===== config.mk =====
export PLATFORM = sky130hd
export DESIGN_NAME = tilt_direction_decoder
export DESIGN_NICKNAME = d
export VERILOG_FILES = /design/src/rtl/tilt_direction_decoder.sv
export SDC_FILE = /design/constraint.sdc
export NUM_CORES = 1
export LEC_CHECK = 0
export ABC_AREA = 1
export BUFFER_PORTS_ARGS = -buffer_cell sky130_fd_sc_hd__buf_2
export CORE_MARGIN = 10
export CORE_UTILIZATION = 55
export DETAILED_ROUTE_END_ITERATION = 7
export GPL_TIMING_DRIVEN = 0
export PLACE_DENSITY = 0.74
export SLEW_MARGIN = 20
export SYNTH_ARGS = -nofsm -noshare
export SYNTH_HDL_FRONTEND = slang
export SYNTH_SLANG_ARGS = --single-unit

===== constraint.sdc =====
create_clock -name clk -period 3.88 [get_ports clk]
set_input_delay 0.582 -clock clk [delete_from_list [all_inputs] [get_ports clk]]
set_output_delay 0.582 -clock clk [all_outputs]
set_load 0.01 [all_outputs]

===== src/rtl/tilt_direction_decoder.sv =====
// Tilt direction decoder: averages four accelerometer samples per window, grades each axis
// into a speed level with downgrade hysteresis, and debounces the compass direction.
module tilt_direction_decoder #(
  parameter int unsigned T1         = 64,
  parameter int unsigned T2         = 256,
  parameter int unsigned T3         = 512,
  parameter int unsigned HYST       = 16,
  parameter int unsigned STABLE_CNT = 2
) (
  input  logic        clk,
  input  logic        rst,
  input  logic        enable,
  input  logic        sample_valid,
  input  logic [11:0] accel_x,
  input  logic [11:0] accel_y,
  output logic [2:0]  ball_direction,
  output logic [1:0]  x_speed,
  output logic [1:0]  y_speed,
  output logic        dir_valid,
  output logic        sample_dropped
);

  localparam int CW = (STABLE_CNT < 2) ? 1 : $clog2(STABLE_CNT + 1);

  typedef enum logic [1:0] {ACCUM, EVAL, UPDATE} state_t;

  state_t             state, state_next;
  logic signed [13:0] sum_x, sum_y;
  logic [1:0]         cnt;
  logic [2:0]         pending, pending_next;
  logic [CW-1:0]      stab_cnt, stab_cnt_next;
  logic [1:0]         x_speed_new, y_speed_new;
  logic [2:0]         dir_new;

  logic signed [11:0] avg_x, avg_y;
  logic [11:0]        mag_x, mag_y;
  logic [1:0]         x_speed_eval, y_speed_eval;
  logic [2:0]         cand, dir_eval;

  function automatic logic [1:0] level(input logic [13:0] m);
    if (m >= 14'(T3))      return 2'd3;
    else if (m >= 14'(T2)) return 2'd2;
    else if (m >= 14'(T1)) return 2'd1;
    else                   return 2'd0;
  endfunction

  always_ff @(posedge clk) begin
    if (!rst) state <= ACCUM;
    else      state <= state_next;
  end

  // NOTE: every variable driven in always_comb gets a default first so no latch is inferred.
  always_comb begin
    state_next = state;
    if (!enable) begin
      state_next = ACCUM;
    end else begin
      case (state)
        ACCUM:   if (sample_valid && cnt == 2'd3) state_next = EVAL;
        EVAL:    state_next = UPDATE;
        UPDATE:  state_next = ACCUM;
        default: state_next = ACCUM;
      endcase
    end
  end

  // Evaluation datapath; its results are captured at the end of the EVAL cycle.
  always_comb begin
    avg_x = 12'(sum_x >>> 2);
    avg_y = 12'(sum_y >>> 2);
    mag_x = avg_x[11] ? $unsigned(-avg_x) : $unsigned(avg_x);
    mag_y = avg_y[11] ? $unsigned(-avg_y) : $unsigned(avg_y);

    x_speed_eval = level(14'(mag_x));
    if (x_speed_eval < x_speed) x_speed_eval = level(14'(mag_x) + 14'(HYST));
    y_speed_eval = level(14'(mag_y));
    if (y_speed_eval < y_speed) y_speed_eval = level(14'(mag_y) + 14'(HYST));

    case ({x_speed_eval != 2'd0, y_speed_eval != 2'd0})
      2'b01:   cand = avg_y[11] ? 3'd4 : 3'd0;
      2'b10:   cand = avg_x[11] ? 3'd6 : 3'd2;
      2'b11: begin
        case ({avg_x[11], avg_y[11]})
          2'b00:   cand = 3'd1;
          2'b01:   cand = 3'd3;
          2'b11:   cand = 3'd5;
          default: cand = 3'd7;
        endcase
      end
      default: cand = ball_direction;
    endcase

    pending_next  = pending;
    stab_cnt_next = stab_cnt;
    dir_eval      = ball_direction;
    if (cand == ball_direction) begin
      stab_cnt_next = '0;
    end else if (cand == pending) begin
      stab_cnt_next = stab_cnt + 1'b1;
    end else begin
      pending_next  = cand;
      stab_cnt_next = CW'(1);
    end
    if (stab_cnt_next == CW'(STABLE_CNT)) begin
      dir_eval      = pending_next;
      stab_cnt_next = '0;
    end
  end

  // NOTE: sequential state uses non-blocking assignments so all registers update together.
  always_ff @(posedge clk) begin
    if (!rst) begin
      sum_x          <= '0;
      sum_y          <= '0;
      cnt            <= '0;
      pending        <= '0;
      stab_cnt       <= '0;
      x_speed_new    <= '0;
      y_speed_new    <= '0;
      dir_new        <= '0;
      ball_direction <= '0;
      x_speed        <= '0;
      y_speed        <= '0;
      dir_valid      <= 1'b0;
      sample_dropped <= 1'b0;
    end else begin
      dir_valid <= 1'b0;
      if (!enable) begin
        sum_x    <= '0;
        sum_y    <= '0;
        cnt      <= '0;
        stab_cnt <= '0;
        x_speed  <= '0;
        y_speed  <= '0;
      end else begin
        if (sample_valid && state != ACCUM) sample_dropped <= 1'b1;
        case (state)
          ACCUM: begin
            if (sample_valid) begin
              sum_x <= sum_x + $signed({{2{accel_x[11]}}, accel_x});
              sum_y <= sum_y + $signed({{2{accel_y[11]}}, accel_y});
              cnt   <= cnt + 2'd1;
            end
          end
          EVAL: begin
            x_speed_new <= x_speed_eval;
            y_speed_new <= y_speed_eval;
            dir_new     <= dir_eval;
            pending     <= pending_next;
            stab_cnt    <= stab_cnt_next;
          end
          UPDATE: begin
            x_speed        <= x_speed_new;
            y_speed        <= y_speed_new;
            ball_direction <= dir_new;
            dir_valid      <= 1'b1;
            sum_x          <= '0;
            sum_y          <= '0;
            cnt            <= '0;
          end
          default: ;
        endcase
      end
    end
  end

endmodule


# After elaboration in Yosys (flattened, before gate mapping)
# Index checks and enable logic that the tools add are counted.
# W data, S select, Z words.
[totals]
reg_bits = 53
input_bits = 28
out_inout_bits = 9
elab_cells = 97
[op_classes]
add_sub_neg = 8
magnitude_cmp = 14
eq_ne = 13
mux = 35
reduce_logical = 13
[op_table]
columns = ["op", "count"]
rows = [
  ["$pmux W14 S2", 2],
  ["$mux W2", 15],
  ["$add A14 B12 Y14", 2],
  ["$mux W14", 2],
  ["$add A12 B5 Y13 const B", 2],
  ["$ge A13 B10 Y1 const B", 2],
  ["$ge A13 B7 Y1 const B", 2],
  ["$ge A13 B9 Y1 const B", 2],
  ["$ge A12 B10 Y1 const B", 2],
  ["$ge A12 B7 Y1 const B", 2],
  ["$ge A12 B9 Y1 const B", 2],
  ["$mux W12", 2],
  ["$neg A12 Y12", 2],
  ["$pmux W3 S3", 2],
  ["$mux W3", 5],
  ["$eq A2 B2 Y1 const B", 6],
  ["$reduce_and A2 Y1", 5],
  ["$pmux W2 S2", 2],
  ["$reduce_bool A2 Y1", 4],
  ["$eq A2 B1 Y1 const B", 3],
  ["$eq A3 B3 Y1", 2],
  ["$mux W1", 5],
  ["$add A2 B1 Y2 const B", 2],
  ["$logic_not A2 Y1", 2],
  ["3 further kinds", 6],
]

# Longest topological paths before layout
[logic_depth]
word_depth = 16
depth_mapped = 30
mapped_depth_nobuf = 30

# Worst setup path after synthesis
# No wires, ideal clock.
[synth_timing]
path_kind = "register to register"
from = "register sum_y[3]"
to = "register dir_new[0]"
setup_ns = 0.116
arrival_time_ns = 2.850
required_ns = 3.764
slack_ns = 0.914
path_stages_with_launch = 28
path_buffers = 0
synth_period_minus_slack_ns = 2.966
path_cell_list = "dfxtp_1 inv_1 ha_1 nand2_1 nor2_2 nand3_1 nand2_1 nand2_1 nand3_1 nor2_4 nand2_1 ha_1 a21oi_4 inv_2 nand3_1 nand2_1 nand2_2 nand2_1 nand2_2 nand2_2 nand2_1 nand2_1 nand2_1 nand3_2 nor2_2 nand2_1 nand3_1 a21oi_1"
[synth_between]
elab_chain_len = 16
elab_cells_between_ends = 30
classes_between = "add/sub (2); order compare (7); eq/ne (6); mux (14); reduce/logical (1)"
[synth_lines]
columns = ["element", "line", "text"]
rows = [
  ["start, declared", "28", "logic signed [13:0] sum_x, sum_y;"],
  ["start signal, assigned", "141", "sum_y <= sum_y + $signed({{2{accel_y[11]}}, accel_y});"],
  ["$neg A12 Y12", "72", "mag_y = avg_y[11] ? $unsigned(-avg_y) : $unsigned(avg_y);"],
  ["$mux W12 *", "72", ""],
  ["$add A12 B5 Y13 / $ge A12 B7 Y1 (equally long branches)", "77, 43", ""],
  ["$ge A13 B7 Y1 / $mux W1 (equally long branches)", "43", "else if (m >= 14'(T1)) return 2'd1;"],
  ["$mux W1 / $mux W2 (equally long branches)", "43, 42", ""],
  ["$mux W2 (on tied branches)", "42, 41", ""],
  ["$mux W2 / $lt A2 B2 Y1 (equally long branches)", "41, 77", ""],
  ["$mux W2 *", "77", "if (y_speed_eval < y_speed) y_speed_eval = level(14'(mag_y) + 14'(HYST));"],
  ["$reduce_bool A2 Y1 *", "79", "case ({x_speed_eval != 2'd0, y_speed_eval != 2'd0})"],
  ["$eq A2 B2 Y1 / $eq A2 B1 Y1 (equally long branches)", "79", ""],
  ["$pmux W3 S3 *", "79", ""],
  ["$eq A3 B3 Y1", "98", "end else if (cand == pending) begin"],
  ["$mux W2", "98", ""],
  ["$mux W2", "96", "if (cand == ball_direction) begin"],
  ["$eq A2 B2 Y1", "104", "if (stab_cnt_next == CW'(STABLE_CNT)) begin"],
  ["$mux W3 *", "104", ""],
  ["end signal, assigned", "148", "dir_new <= dir_eval;"],
  ["end, declared", "33", "logic [2:0] dir_new;"],
]
# Every way passes the cells marked *; elsewhere a longest branch is shown, timed or not.
# A chain may end at the register's enable or synchronous reset.

# Final worst setup path
[layout_timing]
from = "register sum_x[2]"
to = "register dir_new[2]"
[layout_between]
elab_chain_len = 16
elab_cells_between_ends = 30
classes_between = "add/sub (2); order compare (7); eq/ne (6); mux (14); reduce/logical (1)"
[layout_lines]
columns = ["element", "line", "text"]
rows = [
  ["start, declared", "28", ""],
  ["start signal, assigned", "140", "sum_x <= sum_x + $signed({{2{accel_x[11]}}, accel_x});"],
  ["$neg A12 Y12", "71", "mag_x = avg_x[11] ? $unsigned(-avg_x) : $unsigned(avg_x);"],
  ["$mux W12 *", "71", ""],
  ["$add A12 B5 Y13 / $ge A12 B7 Y1 (equally long branches)", "75, 43", ""],
  ["$ge A13 B7 Y1 / $mux W1 (equally long branches)", "43", ""],
  ["$mux W1 / $mux W2 (equally long branches)", "43, 42", ""],
  ["$mux W2 (on tied branches)", "42, 41", ""],
  ["$mux W2 / $lt A2 B2 Y1 (equally long branches)", "41, 75", ""],
  ["$mux W2 *", "75", "if (x_speed_eval < x_speed) x_speed_eval = level(14'(mag_x) + 14'(HYST));"],
  ["$reduce_bool A2 Y1 *", "79", ""],
  ["$eq A2 B2 Y1 / $eq A2 B1 Y1 (equally long branches)", "79", ""],
  ["$pmux W3 S3 *", "79", ""],
  ["$eq A3 B3 Y1", "98", ""],
  ["$mux W2", "98", ""],
  ["$mux W2", "96", ""],
  ["$eq A2 B2 Y1", "104", ""],
  ["$mux W3 *", "104", ""],
]
# Marked as above.

==> results_dict.tcl <==
set metrics [dict create \
    die_area_um2 12000 \
    r2r-end "dir_new[2]$_SDFFE_PN0P_" \
    ff2ff_setup_slack_ns 0.42 \
    post-route-period-util_pct 89.1 \
    flow.area_growth_from_synthesis_pct 9.51 \
    gr-total-overflow 0 \
    first_pass_iters 7 \
    clock_sinks 53 \
    leakagePower_nw 2.45 \
    grt_pass1_vias 4154 \
    startpoint "sum_x[2]$_SDFFE_PN0P_" \
    setup_viol 0 \
    critPathRequiredTime_ns 4.09 \
    drc 0 \
    holdBufCountCts 0 \
    final_antenna_net_count 0 \
    synth_top_area_share_pct 24.1 \
    fin_cells 852 \
    drive_gt1_share_pct 15.2 \
    clk-insertion-delay-late_ns 0.31 \
    synth.distinct_cells 36 \
    antenna_cells 0 \
    tns_ns 0 \
    hold_viol 0 \
    routabilityCongestion 0.860 \
    seq_area_frac_synth_pct 24.1 \
    power.density_nw_per_um2 320 \
    chipHeight_um 110 \
    dpl_cell_area_um2 4720 \
    vdd_drop_max_mv 0.214 \
    clock_skew_ns 0.0157 \
    final_nets 814 \
    synth_warnings 0 \
    cts_tree "done" \
    grt_pass1_wl_um 18200 \
    syn_area_um2 4410 \
    cp-start-kind "flip-flop" \
    cts_made_buffers 5 \
    io_buffers 36 \
    tightest_slew_ns 0.598 \
    synth_seq_cells 53 \
    drtIter0Drc 188 \
    seqCellArea_um2 1060 \
    slew_viol_final 0 \
    placed_cells 844 \
    crit_fanout 4 \
    clock_path_buffers 2 \
    die_width_um 110 \
    postRouteWirelength_um 10500 \
    fmax_ghz 0.289 \
    slew_headroom_pct 60.1 \
    grt_max_degree 17 \
    synthTopCellsByArea "dfxtp_1, nand2_1, ha_1" \
    async_flop_share_pct 0 \
    rsz0062_at_grt "no" \
    synthCells 706 \
    end_kind "flip-flop" \
    yosysTopAreaCell "dfxtp_1" \
    coreArea_um2 7770 \
    total_power_mw 1.54 \
    yosys-top-cells-count "nand2_1, inv_1, a21oi_1, nor2_1, dfxtp_1" \
    viasPerCell 5.21 \
    fillCellCount 753 \
    synthFlopType "dfxtp_1" \
    hold_class "reg -> reg" \
    r2r-start "sum_x[2]$_SDFFE_PN0P_" \
    ios 37 \
    post_cts_buffers 0 \
    grt_usage_pct 18.0 \
    wire_per_inst_um 12.4 \
    antenna_found_initial 0 \
    finalCriticalPeriod_ns 3.46 \
    synth_fp_nets 771 \
    syn_area_per_cell_um2 6.24 \
    synth_edf_count 0 \
    hpwl_um 8500 \
    fin_area_um2 4830 \
    multiInputGateArea_um2 2940 \
    crit_type "reg -> reg" \
    post-synth-top-count-cell "nand2_1" \
    num_vias 4443 \
    critical_path_arrival_ns 3.67 \
    num_rows 32 \
    clkTransAtPathRegs_ns 0.11 \
    cts_resized 0 \
    outcome "complete, no violations" \
    r2r_cells 26 \
    critPathCapture "dir_new[2]$_SDFFE_PN0P_" \
    start_util_pct 56.7 \
    maxCapViolations 0 \
    cts_root_buf "clkbuf_8" \
    h-tree-depth 2 \
]
critical path, stage by stage (launching register included):
cell and delay, ns:
dfxtp_1 0.44, inv_1 0.07, ha_1 0.19, nand3_1 0.15, nand2_1 0.13, nand4_1 0.12
nand2_2 0.09, nor2_2 0.15, inv_1 0.05, nor2_1 0.12, inv_1 0.06, ha_1 0.27
nand2_1 0.09, nand2_2 0.09, nand2_1 0.06, nand2_2 0.11, clkinv_1 0.11, nor2_4 0.17
nand3_1 0.13, nand3_1 0.09, nand2_1 0.07, nor2_2 0.12, nand3_2 0.13, nor2_2 0.17
nand2_1 0.07, nand3_1 0.09, a21oi_1 0.06
routing by layer:
layer | share of wire, % | track usage (%)
met3 | 4.4 | 2.69
met5 | 0 | 0
met4 | 0.57 | 3.53
met2 | 47 | 31.3
met1 | 48 | 23.1
worst min path at each step:
stage / start / end / cells after the start
2_1_floorplan: x_speed_new[0]$_SDFFE_PN0P_ / x_speed[0]$_SDFFE_PN0P_ / 2
3_3_place_gp: sample_dropped$_SDFFE_PN0P_ / sample_dropped$_SDFFE_PN0P_ / 2
6_report: sum_x[0]$_SDFFE_PN0P_ / sum_x[0]$_SDFFE_PN0P_ / 2
5_1_grt: dir_new[1]$_SDFFE_PN0P_ / dir_new[1]$_SDFFE_PN0P_ / 2
3_5_place_dp: dir_new[1]$_SDFFE_PN0P_ / dir_new[1]$_SDFFE_PN0P_ / 2
4_1_cts: dir_new[1]$_SDFFE_PN0P_ / dir_new[1]$_SDFFE_PN0P_ / 2
power breakdown:
group	internal [mW]	switching [mW]	leakage, nW	total (mW)
Combinational	0.204	0.384	1.96	0.588
Clock	0.194	0.187	0.0554	0.382
Sequential	0.556	0.0193	0.430	0.576
Total	0.954	0.591	2.45	1.54
layout make-up:
class | instances | area share, %
Sequential cell | 53 | 22.0
Tap cell | 102 | 2.64
Buffer | 14 | 1.37
Clock inverter | 2 | 0.804
Multi-Input combinational cell | 547 | 60.8
Inverter | 92 | 7.15
Clock buffer | 6 | 1.50
Timing Repair Buffer | 36 | 3.73
sequential cells by signal, summed over array words and instances (netlist names), 3 cells and up:
register        cells
sum_x              14
sum_y              14
ball_direction      3
dir_new             3
pending             3
cell families after synthesis:
family                   count (synthesis)  synth area share (%)
adder cells (fa/ha/maj)                 37                  10.8
buffers and inverters                  106                  9.34
AND/OR/NAND/NOR                        383                  39.1
flip-flops                              53                  24.1
AO/OA/AOI/OAI                          121                  15.5
XOR/XNOR                                 6                  1.19
per-stage QoR:
step | hold slack [ns] | util (%) | setup WS (ns)
6_report | 0.472 | 62.1 | 0.424
5_1_grt | 0.494 | 62.1 | 0.0196
4_1_cts | 0.473 | 62.1 | 0.417
3_5_place_dp | 0.457 | 60.7 | 0.442
3_3_place_gp | 0.446 | 60.7 | 0.517
2_1_floorplan | 0.441 | - | 0.914
layout by cell type (no fill, tap or decap), types with 4 or more instances in the layout:
cell type	instances
a21oi_1	67
buf_2	38
clkbuf_1	10
clkbuf_8	5
dfxtp_1	53
ha_1	35
inv_1	80
inv_2	10
nand2_1	203
nand2_2	28
nand3_1	50
nand3_2	7
nand4_1	7
nor2_1	66
nor2_2	8
nor2_4	5
nor3_1	4
o211ai_1	6
o21ai_0	24
o21ai_1	5
o21bai_1	7
xor2_1	5
No activity file was read; power rests on OpenSTA's default activity.
